## src/rtl/vic_pkg.sv

```systemverilog
// Shared constants and FSM state type for the vectored interrupt block.
// The interrupt controller imports the same sizes.
package vic_pkg;

    localparam int N_SRC = 31;
    localparam int ID_W = 5;
    localparam int VEC_W = 32;
    localparam logic [31:0] DEF_VEC = 32'h0000_0000;

    typedef enum logic [1:0] {
        IDLE    = 2'd0,
        REQ     = 2'd1,
        SERVICE = 2'd2
    } vic_state_t;

endpackage

```

## src/rtl/vic_vector_if.sv

```systemverilog
// Bus bundle between the interrupt controller / CPU side and the vector unit.
// Member names follow the block's port list.
interface vic_vector_if #(
    parameter int ID_W = vic_pkg::ID_W,
    parameter int VEC_W = vic_pkg::VEC_W
);

    logic i_irq;
    logic [ID_W-1:0] i_irq_addr;
    logic o_busy;
    logic o_cpu_irq;
    logic [VEC_W-1:0] o_vector;
    logic [ID_W-1:0] o_irq_id;
    logic i_cpu_ack;
    logic i_eoi;
    logic i_tbl_we;
    logic [ID_W-1:0] i_tbl_addr;
    logic [VEC_W-1:0] i_tbl_wdata;
    logic o_lost;
    logic i_lost_clr;

    modport slave (
        input  i_irq, i_irq_addr, i_cpu_ack, i_eoi,
        input  i_tbl_we, i_tbl_addr, i_tbl_wdata, i_lost_clr,
        output o_busy, o_cpu_irq, o_vector, o_irq_id, o_lost
    );

    modport master (
        output i_irq, i_irq_addr, i_cpu_ack, i_eoi,
        output i_tbl_we, i_tbl_addr, i_tbl_wdata, i_lost_clr,
        input  o_busy, o_cpu_irq, o_vector, o_irq_id, o_lost
    );

endinterface

```

## src/rtl/vic_vec_table.sv

```systemverilog
// Handler address table: synchronous write, combinational read with
// write-through so a same-cycle capture sees the new entry.
module vic_vec_table #(
    parameter int N_SRC = vic_pkg::N_SRC,
    parameter int ID_W = vic_pkg::ID_W,
    parameter int VEC_W = vic_pkg::VEC_W,
    parameter logic [VEC_W-1:0] DEF_VEC = vic_pkg::DEF_VEC
) (
    input  logic clk,
    input  logic rst,
    input  logic we,
    input  logic [ID_W-1:0] waddr,
    input  logic [VEC_W-1:0] wdata,
    input  logic [ID_W-1:0] raddr,
    output logic [VEC_W-1:0] rdata
);

    localparam logic [ID_W:0] LIM = N_SRC[ID_W:0];

    logic [VEC_W-1:0] tbl [N_SRC];
    logic w_ok;
    logic r_ok;

    assign w_ok = {1'b0, waddr} < LIM;
    assign r_ok = {1'b0, raddr} < LIM;

    always_ff @(posedge clk) begin
        if (rst) begin
            for (int i = 0; i < N_SRC; i++) begin
                tbl[i] <= '0;
            end
        end else if (we && w_ok) begin
            tbl[waddr] <= wdata;
        end
    end

    always_comb begin
        rdata = DEF_VEC;
        if (r_ok) begin
            if (we && waddr == raddr) begin
                rdata = wdata;
            end else begin
                rdata = tbl[raddr];
            end
        end
    end

endmodule

```

## src/rtl/vic_vector.sv

```systemverilog
// Vectored interrupt front end: captures a controller pulse, looks up the
// handler address, and walks IDLE -> REQ -> SERVICE with the CPU.
module vic_vector #(
    parameter int N_SRC = vic_pkg::N_SRC,
    parameter int ID_W = vic_pkg::ID_W,
    parameter int VEC_W = vic_pkg::VEC_W,
    parameter logic [VEC_W-1:0] DEF_VEC = vic_pkg::DEF_VEC
) (
    input  logic i_clk,
    input  logic i_rst,
    vic_vector_if.slave bus
);

    import vic_pkg::*;

    vic_state_t state;
    logic irq_q;
    logic cap;
    logic busy;
    logic cpu_irq;
    logic lost;
    logic [VEC_W-1:0] vector;
    logic [ID_W-1:0] irq_id;
    logic [VEC_W-1:0] lookup;

    vic_vec_table #(
        .N_SRC(N_SRC),
        .ID_W(ID_W),
        .VEC_W(VEC_W),
        .DEF_VEC(DEF_VEC)
    ) u_table (
        .clk(i_clk),
        .rst(i_rst),
        .we(bus.i_tbl_we),
        .waddr(bus.i_tbl_addr),
        .wdata(bus.i_tbl_wdata),
        .raddr(bus.i_irq_addr),
        .rdata(lookup)
    );

    // Rising edge only: a long pulse is one request.
    assign cap = bus.i_irq & ~irq_q;

    always_ff @(posedge i_clk) begin
        if (i_rst) begin
            state <= IDLE;
            irq_q <= 1'b0;
            busy <= 1'b0;
            cpu_irq <= 1'b0;
            lost <= 1'b0;
            vector <= '0;
            irq_id <= '0;
        end else begin
            irq_q <= bus.i_irq;
            if (cap && state != IDLE) begin
                lost <= 1'b1;
            end else if (bus.i_lost_clr) begin
                lost <= 1'b0;
            end
            unique case (state)
                IDLE: begin
                    if (cap) begin
                        irq_id <= bus.i_irq_addr;
                        vector <= lookup;
                        cpu_irq <= 1'b1;
                        busy <= 1'b1;
                        state <= REQ;
                    end
                end
                REQ: begin
                    if (bus.i_cpu_ack) begin
                        cpu_irq <= 1'b0;
                        state <= SERVICE;
                    end
                end
                SERVICE: begin
                    if (bus.i_eoi) begin
                        busy <= 1'b0;
                        state <= IDLE;
                    end
                end
                default: begin
                    busy <= 1'b0;
                    cpu_irq <= 1'b0;
                    state <= IDLE;
                end
            endcase
        end
    end

    assign bus.o_busy = busy;
    assign bus.o_cpu_irq = cpu_irq;
    assign bus.o_vector = vector;
    assign bus.o_irq_id = irq_id;
    assign bus.o_lost = lost;

endmodule

```

## src/flat_wrapper.sv

```systemverilog
// flat-port wrapper written by rule: the top's interface ports become plain ports
module vic_vector_flat import vic_pkg::*;
#(
    parameter int N_SRC = vic_pkg::N_SRC,
    parameter int ID_W = vic_pkg::ID_W,
    parameter int VEC_W = vic_pkg::VEC_W,
    parameter logic [VEC_W-1:0] DEF_VEC = vic_pkg::DEF_VEC
)
  (i_clk, i_rst, bus_i_irq, bus_i_irq_addr, bus_i_cpu_ack, bus_i_eoi, bus_i_tbl_we, bus_i_tbl_addr, bus_i_tbl_wdata, bus_i_lost_clr, bus_o_busy, bus_o_cpu_irq, bus_o_vector, bus_o_irq_id, bus_o_lost);
  vic_vector_if #(.ID_W(ID_W), .VEC_W(VEC_W)) bus_i ();
  input  logic i_clk;
  input  logic i_rst;
  input wire logic [$bits(bus_i.i_irq)-1:0] bus_i_irq;
  input wire logic [$bits(bus_i.i_irq_addr)-1:0] bus_i_irq_addr;
  input wire logic [$bits(bus_i.i_cpu_ack)-1:0] bus_i_cpu_ack;
  input wire logic [$bits(bus_i.i_eoi)-1:0] bus_i_eoi;
  input wire logic [$bits(bus_i.i_tbl_we)-1:0] bus_i_tbl_we;
  input wire logic [$bits(bus_i.i_tbl_addr)-1:0] bus_i_tbl_addr;
  input wire logic [$bits(bus_i.i_tbl_wdata)-1:0] bus_i_tbl_wdata;
  input wire logic [$bits(bus_i.i_lost_clr)-1:0] bus_i_lost_clr;
  output wire logic [$bits(bus_i.o_busy)-1:0] bus_o_busy;
  output wire logic [$bits(bus_i.o_cpu_irq)-1:0] bus_o_cpu_irq;
  output wire logic [$bits(bus_i.o_vector)-1:0] bus_o_vector;
  output wire logic [$bits(bus_i.o_irq_id)-1:0] bus_o_irq_id;
  output wire logic [$bits(bus_i.o_lost)-1:0] bus_o_lost;
  assign bus_i.i_irq = bus_i_irq;
  assign bus_i.i_irq_addr = bus_i_irq_addr;
  assign bus_i.i_cpu_ack = bus_i_cpu_ack;
  assign bus_i.i_eoi = bus_i_eoi;
  assign bus_i.i_tbl_we = bus_i_tbl_we;
  assign bus_i.i_tbl_addr = bus_i_tbl_addr;
  assign bus_i.i_tbl_wdata = bus_i_tbl_wdata;
  assign bus_i.i_lost_clr = bus_i_lost_clr;
  assign bus_o_busy = bus_i.o_busy;
  assign bus_o_cpu_irq = bus_i.o_cpu_irq;
  assign bus_o_vector = bus_i.o_vector;
  assign bus_o_irq_id = bus_i.o_irq_id;
  assign bus_o_lost = bus_i.o_lost;
  vic_vector #(.N_SRC(N_SRC), .ID_W(ID_W), .VEC_W(VEC_W), .DEF_VEC(DEF_VEC)) u_core (.i_clk(i_clk), .i_rst(i_rst), .bus(bus_i));
endmodule
```

## config.mk

```make
export PLATFORM = sky130hd
export DESIGN_NAME = vic_vector_flat
export DESIGN_NICKNAME = d
export VERILOG_FILES = /design/src/rtl/vic_pkg.sv /design/src/rtl/vic_vector_if.sv /design/src/rtl/vic_vec_table.sv /design/src/rtl/vic_vector.sv /design/src/flat_wrapper.sv
export SDC_FILE = /design/constraint.sdc
export NUM_CORES = 1
export LEC_CHECK = 0
export BUFFER_PORTS_ARGS = -buffer_cell sky130_fd_sc_hd__buf_4
export CORE_MARGIN = 1
export CORE_UTILIZATION = 56
export DETAILED_ROUTE_END_ITERATION = 7
export PLACE_DENSITY_LB_ADDON = 0.2
export SLEW_MARGIN = 20
export SYNTH_ARGS = -nofsm -noshare
export SYNTH_HDL_FRONTEND = slang
export SYNTH_SLANG_ARGS = --single-unit
```

## constraint.sdc

```tcl
create_clock -name i_clk -period 2.3 [get_ports i_clk]
set_input_delay 0.115 -clock i_clk [delete_from_list [all_inputs] [get_ports i_clk]]
set_output_delay 0.115 -clock i_clk [all_outputs]
set_load 0.02 [all_outputs]
```

==> metrics.txt, run 1 <==
status complete, no violations; RSZ-0062 raised after global routing false; clk sinks ~1100; Total Nets Final 3364; Sw Pwr 9.697 mW; H-Tree Depth 3; Mapped Cells between 3000 and 4000; register bit total from synthesis around 1100; Max Slew Vio Count 0; Layout area overhead 13.57%; top post-synthesis cells by area edfxtp_1, and2_1, mux4_2; VDD IR max approximately 0.56 mV; CP Data Required Time slightly below 3 ns; share of layout cells above drive strength 1 21.05%; Clk Latency, worst-skew pair 0.68 ns; CTS resizes 0; Comb pwr share ~8.0%; Critical Path Start u_core.state[0]; Fmax 468.0 MHz; Simple-Gate Fraction of Synth Area 15.91%; endpoints failing setup 0; Internal Power about 34 mW; top_reg_cell synth edfxtp_1; worst hold-check path type in -> reg; crit start category register; PortBufs slightly below 90; core area 85280 sq um; Final Instance Count excl. Fillers 4551; routed length per placed instance ~27 microns; sequential power share 51.8%; post-synthesis mux area share 13.22%; syn avg cell area 15.04 sq um; Row Count roughly 110; DRT iter0 DRCs roughly 2600; Bufs and invs on worst path 2; number of global-route vias before repair between 20000 and 30000; global-route wire length before repair 178700 microns; largest family of logic cells by synthesized area simple AND/OR/NAND/NOR gates; sequential element share of the synthesized area around 66%; most common cell in the netlist and2_1; antenna violations before repair 1; Final Hold Fails 0; critical path peak fanout 21; Worst setup EP type register; ys async rst share 0%; Crit Path Class reg -> reg; Arr. time, crit path 2.74 ns; Clk pin slew, worst setup/hold paths roughly 0.060 ns; worst min-delay path startpoint i_rst; Clock Path Buffers 3; xor/xnor share of the synthesized area 0.09078%; Pwr Density between 800 and 900 nW/um^2; Adder-Cell Fraction of Synth Area 0%; Chip Height slightly below 300 microns; routability cong. 0.8597; post-synth cell types 36; post-layout min period roughly 2.1 ns; number of enable flip-flop cells after synthesis slightly above 1000; slowest cell on the critical path nor3b_1; largest area contributor in the netlist edfxtp_1; Max stage delay on crit path roughly 0.38 ns; setup total negative slack 0 ns; cell breakdown of the critical path nor3b_1, nor2b_1, buf_4, nand2_1, nor2b_4, buf_4, a221o_1; CTS tree yes; RR Startpoint u_core.state[0]; placed cells ~4300; HPWL after DPL 72620 microns; P_leak 19.74 nW; post-layout util between 60% and 70%; I/O pins a little under 90; actual slew at the worst max-slew pin approximately 1.1 ns; Residual DRC 0; delay-heaviest family, CP simple AND/OR/NAND/NOR gates; Synth Area in Compound Gates 2.498%; part of the cycle the worst path needs between 90% and 100%; hold_buf cts 38; global route overflow 0; GRT Util Overall 28.34%; Num CTS Buffers around 110; sw frac between 20 and 25%; maxcap violations 0; Post-Syn Area ~48000 sq um; Cell Area, Placed about 51000 sq um; Crit path top cell by count buf_4; most instantiated cells after synthesis and2_1, edfxtp_1, clkbuf_1; die area a little under 90000 sq um; DRT Pass-1 Iters 5; Worst Skew ~0.027 ns; via count 27430; yosys warns 0; clock group share of total power between 40% and 50%; Initial Util between 50 and 60%; Routed WL around 120000 microns; pin count of the biggest net entering global routing 53; Post-CTS Setup Bufs 0; Final ANT Viol Nets 0; top cell type's share of synthesized area a little under two thirds; root buf cell clkbuf_16; Design Area, Final roughly 55000 sq um; Horiz. Die Dim between 200 and 300 microns; relative slew slack between 20% and 30%; Via-to-Cell Ratio between 6 and 7; Final Power 43.88 mW
-- power by group through the flow --
stage / logic, mW / clock network, mW / registers (mW)
finish: 3.52 / 17.6 / 22.7
detailed placement: 3.45 / 0 / 23.1
global route: 3.72 / 18.5 / 22.8
floorplan: 2.06 / 0 / 23.0
global placement: 3.40 / 0 / 23.0
CTS: 3.51 / 17.8 / 22.7
-- cell families after synthesis --
family / count (synthesis)
compound gates: 168
other cells: 1
xor+xnor: 5
flops: 1067
mux: 389
buf+inv: 313
simple gates: 1265
-- final cells by class --
| cell class | instances | area, sq um |
|---|---|---|
| flip-flops and latches | 1067 | 31610 |
| fillers | 5958 | 30500 |
| multi-input cells | 1859 | 15530 |
| clock buffers | 155 | 3073 |
| repair buffers | 277 | 2640 |
| well taps | 1144 | 1431 |
| clock inverters | 46 | 486.7 |
| inverters | 2 | 7.507 |
| diodes | 1 | 2.502 |
-- path summary, 6_finish.rpt --
check	to	slack [ns]	depth (start not counted)
worst max-delay path	u_core.bus.o_vector[29]	0.16	7
worst min-delay path	u_core.bus.o_irq_id[2]	0.11	3
worst max register to register	u_core.bus.o_vector[29]	0.16	7
worst min register to register	u_core.bus.o_lost	0.48	2
-- worst reg2reg max path, stage by stage, from the launching register on --
cell and delay (ns):
dfxtp_1 0.34, nor3b_1 0.38, nor2b_1 0.21, buf_4 0.23
nand2_1 0.18, nor2b_4 0.16, buf_4 0.33, a221o_1 0.25
-- routing by layer --
layer  global-route usage [%]  wire length (microns)  vias up
met3                    6.119                  11400      225
met4                    8.960                   3256        0
li1                         -                      -    11880
met1                    37.49                  47710    14140
met5                        0                      0        -
met2                    47.01                  60020     1185
-- layout by cell type, fill, tap and decap left out, types with 14 or more instances in the layout --
cell           count
a21oi_1           38
a221o_1           32
a22oi_1           64
and2_1          1025
and3_1            33
buf_12            36
buf_4            201
clkbuf_1          31
clkbuf_16        111
clkinv_1          19
conb_1            32
dfxtp_1           43
dlygate4sd3_1     38
edfxtp_1        1024
mux2_2            64
mux2i_1          133
mux4_2           192
nand2_1           37
nand2b_1          36
nor2_1            14
nor2_2            31
nor3_1            34
o22ai_1           32
or2_2             32
-- registers in the layout, indices dropped and copies added (netlist names) --
signal	count
u_core.bus.o_irq_id	5
u_core.bus.o_vector	32
u_core.state	2
u_core.bus.o_cpu_irq	1
u_core.bus.o_lost	1
u_core.irq_q	1
u_core.bus.o_busy	1
u_core.u_table.tbl	1024
-- through the flow --
step / hold slack, ns / worst slack [ns]
final: 0.1095 / 0.1633
after global routing: 0.1081 / 0.05354
after CTS: 0.06026 / 0.1863
after detailed placement: 0.3527 / 0.08066
after global placement: 0.3392 / 0.07019
after floorplan: 0.2139 / 0.3147
Power figures use the tool's default switching activity.
==> run 2, diff against run 1 <==
- CELL_PAD_IN_SITES_DETAIL_PLACEMENT: default -> 1
- CELL_PAD_IN_SITES_GLOBAL_PLACEMENT: default -> 1
- CORE_UTILIZATION: 56 -> 54
- GPL_TIMING_DRIVEN: default -> 0
==> run 2 against run 1 <==
Against the previous run: combinational power rose by 4%; critical path depth shrank 2; wire length increased by 13%; register-to-register slack got worse by 0.13 ns; largest cell class unchanged; fmax down 5.9%; critical path type is now in -> reg; sequential cell count did not move; setup slack lost 0.13 ns; critical endpoint is now u_core.u_table.tbl[4][30]; sequential power is essentially flat; design area decreased by 0.38%; cell count rose by 4.0%.
==> metrics.txt, run 2 (synthesized netlist as in run 1, its figures left out) <==
status complete, no violations; critical path peak fanout 32 (+52%); Top Metal Used met5; met1 wire length 54620 microns (+14%); Num CTS Buffers 108 (unchanged); met3 wire len 11470 microns (+0.61%); worst min-delay path startpoint i_rst; Horiz. Die Dim 300.9 microns (+1.8%); endpoints failing setup 0 (unchanged); max reg flops 1024 (unchanged); WHS Path Cells 2 (-1); setup total negative slack 0 ns (unchanged); DRT Pass-1 Iters 5 (unchanged); Min-Delay Endpoint u_core.irq_q; Worst Skew 0.02165 ns (-0.005053 ns); H-Tree Depth 3 (unchanged); most common cell after layout, fill and taps aside and2_1; fillcell total 8141 (+37%); Initial Util 54.58% (-2.0 points); Clk Latency, worst-skew pair 0.70 ns (+0.02 ns); core area 88370 sq um (+3.6%); routability cong. 0.9065 (+5.4%); number of global-route vias before repair 29970 (+5.9%); Max stage delay on crit path 0.63 ns (+0.25 ns); delay-heaviest family, CP simple AND/OR/NAND/NOR gates; Total Nets Final 3519 (+4.6%); routed length per placed instance 29.14 microns (+8.4%); post-layout min period 2.272 ns (+0.1349 ns); relative slew slack 38.45% (+14 points); Clock Path Buffers 3 (unchanged); Chip Height 300.9 microns (+1.8%); DRT iter0 DRCs 2561 (-2.0%); pin count of the biggest net entering global routing 33 (-38%); Arr. time, crit path 2.60 ns (-0.14 ns); GRT Util Overall 30.64% (+2.3 points); worst hold-check path type in -> reg; Clk pin slew, worst setup/hold paths 0.06 ns (about the same); Pwr Density 806.2 nW/um^2 (+0.65%); Residual DRC 0 (unchanged); antenna violations before repair 10 (+9); global-route wire length before repair 198700 microns (+11%); Fmax 440.2 MHz (-5.9%); die area 90530 sq um (+3.7%); Routed WL 137900 microns (+13%); post-layout util 61.75% (-2.5 points); Bufs and invs on worst path 1 (-1); PortBufs 79 (-10%); reg2reg setup slack 0.03 ns (-0.13 ns); clk sinks 1067 (unchanged); Final ANT Viol Nets 0 (unchanged); slowest cell on the critical path nor2_1; maxcap violations 0 (unchanged); Layout area overhead 13.13%; P_leak 19.38 nW (-1.9%); Crit Path Class in -> reg; Final Hold Fails 0 (unchanged); root buf cell clkbuf_16; Row Count 109 (+1.9%); cell breakdown of the critical path clkbuf_1, nor2b_2, nand2_1, nor2_1, or2_4; FF-to-FF End u_core.bus.o_vector[29]; actual slew at the worst max-slew pin 0.9233 ns (-0.2163 ns); crit start category input port; Via-to-Cell Ratio 6.045 (+0.30%); global route overflow 0 (unchanged); CP Data Required Time 2.63 ns (-0.27 ns); most frequent cells in the layout and2_1, edfxtp_1, clkbuf_1; part of the cycle the worst path needs 98.77% (+5.9 points); VDD IR max 0.6254 mV (+11%); via count 28610 (+4.3%); HPWL after DPL 101000 microns (+39%); Most flops, register u_core.u_table.tbl; R2R depth 7 (unchanged); I/O pins 89 (unchanged); Max Slew Vio Count 0 (unchanged); met2 WL post-DR 67490 microns (+12%); share of layout cells above drive strength 1 17.79% (-3.3 points); CTS tree yes; Worst setup EP type register; RR Startpoint u_core.state[0]
## run 2: cell types whose count changed in the layout (fill, tap and decap cells not counted), sizes merged
cell | previous run | this run
clkbuf | 155 | 403
buf | 239 | 141
clkinvlp | 0 | 5
bufinv | 10 | 7
clkinv | 34 | 37
diode | 1 | 4
inv | 4 | 6
## run 2: layout make-up
class,count,area [sq um],share of cell area (%)
inverters,2,7.507,0.01376
plain buffers,311,1376,2.522
clock inverters,53,461.7,0.8460
multi-input cells,1859,15600,28.58
clock buffers,150,3033,5.558
repair buffers,121,1016,1.862
well taps,1165,1458,2.671
diodes,4,10.01,0.01834
flip-flops and latches,1067,31610,57.92
## run 2: worst max-delay path by stage
stage | start | to | slack [ns] | cells after the start
global route | u_core.state[0] | u_core.bus.o_vector[28] | -0.02 | 7
floorplan | i_rst | u_core.u_table.tbl[12][0] | 0.31 | 5
detailed placement | i_rst | u_core.u_table.tbl[22][25] | -1.24 | 5
global placement | i_rst | u_core.u_table.tbl[22][25] | -1.11 | 5
finish | i_rst | u_core.u_table.tbl[4][30] | 0.03 | 5
CTS | i_rst | u_core.u_table.tbl[23][27] | -0.07 | 5
## run 2: repair_timing
| action | CTS | global route |
|---|---|---|
| hold buffers | 38 | 0 |
| resized for setup | 70 | 41 |
| buffers inserted | 4 | 0 |
| endpoints found under the setup margin | 1069 | 813 |
| pin swaps | 0 | 0 |
| hold endpoints to repair | 104 | 0 |
## run 2: routing by layer
metal / global-route usage, % / up-vias
li1: - / 12220
met1: 41.11 / 14950
met2: 50.97 / 1222
met3: 4.986 / 217
met4: 10.62 / 4
met5: 0 / -
## run 2: per-stage QoR
| step | total power [mW] | instance area [sq um] | hold slack [ns] | std cells | setup slack, ns |
|---|---|---|---|---|---|
| 2_1_floorplan | 25.07 | 48350 | 0.2139 | 3239 | 0.3147 |
| 3_3_place_gp | 26.37 | 50400 | 0.3425 | 4483 | -1.110 |
| 3_5_place_dp | 26.60 | 50400 | 0.3703 | 4483 | -1.236 |
| 4_1_cts | 43.98 | 54490 | 0.03348 | 4728 | -0.07054 |
| 5_1_grt | 44.91 | 54570 | 0.09439 | 4731 | -0.01673 |
| 6_report | 43.99 | 54570 | 0.06422 | 4732 | 0.02833 |
## run 2: where the power goes
group / internal (mW) / switching (mW)
Combinational: 1.39 / 2.26
Clock: 9.98 / 7.62
Sequential: 22.3 / 0.402
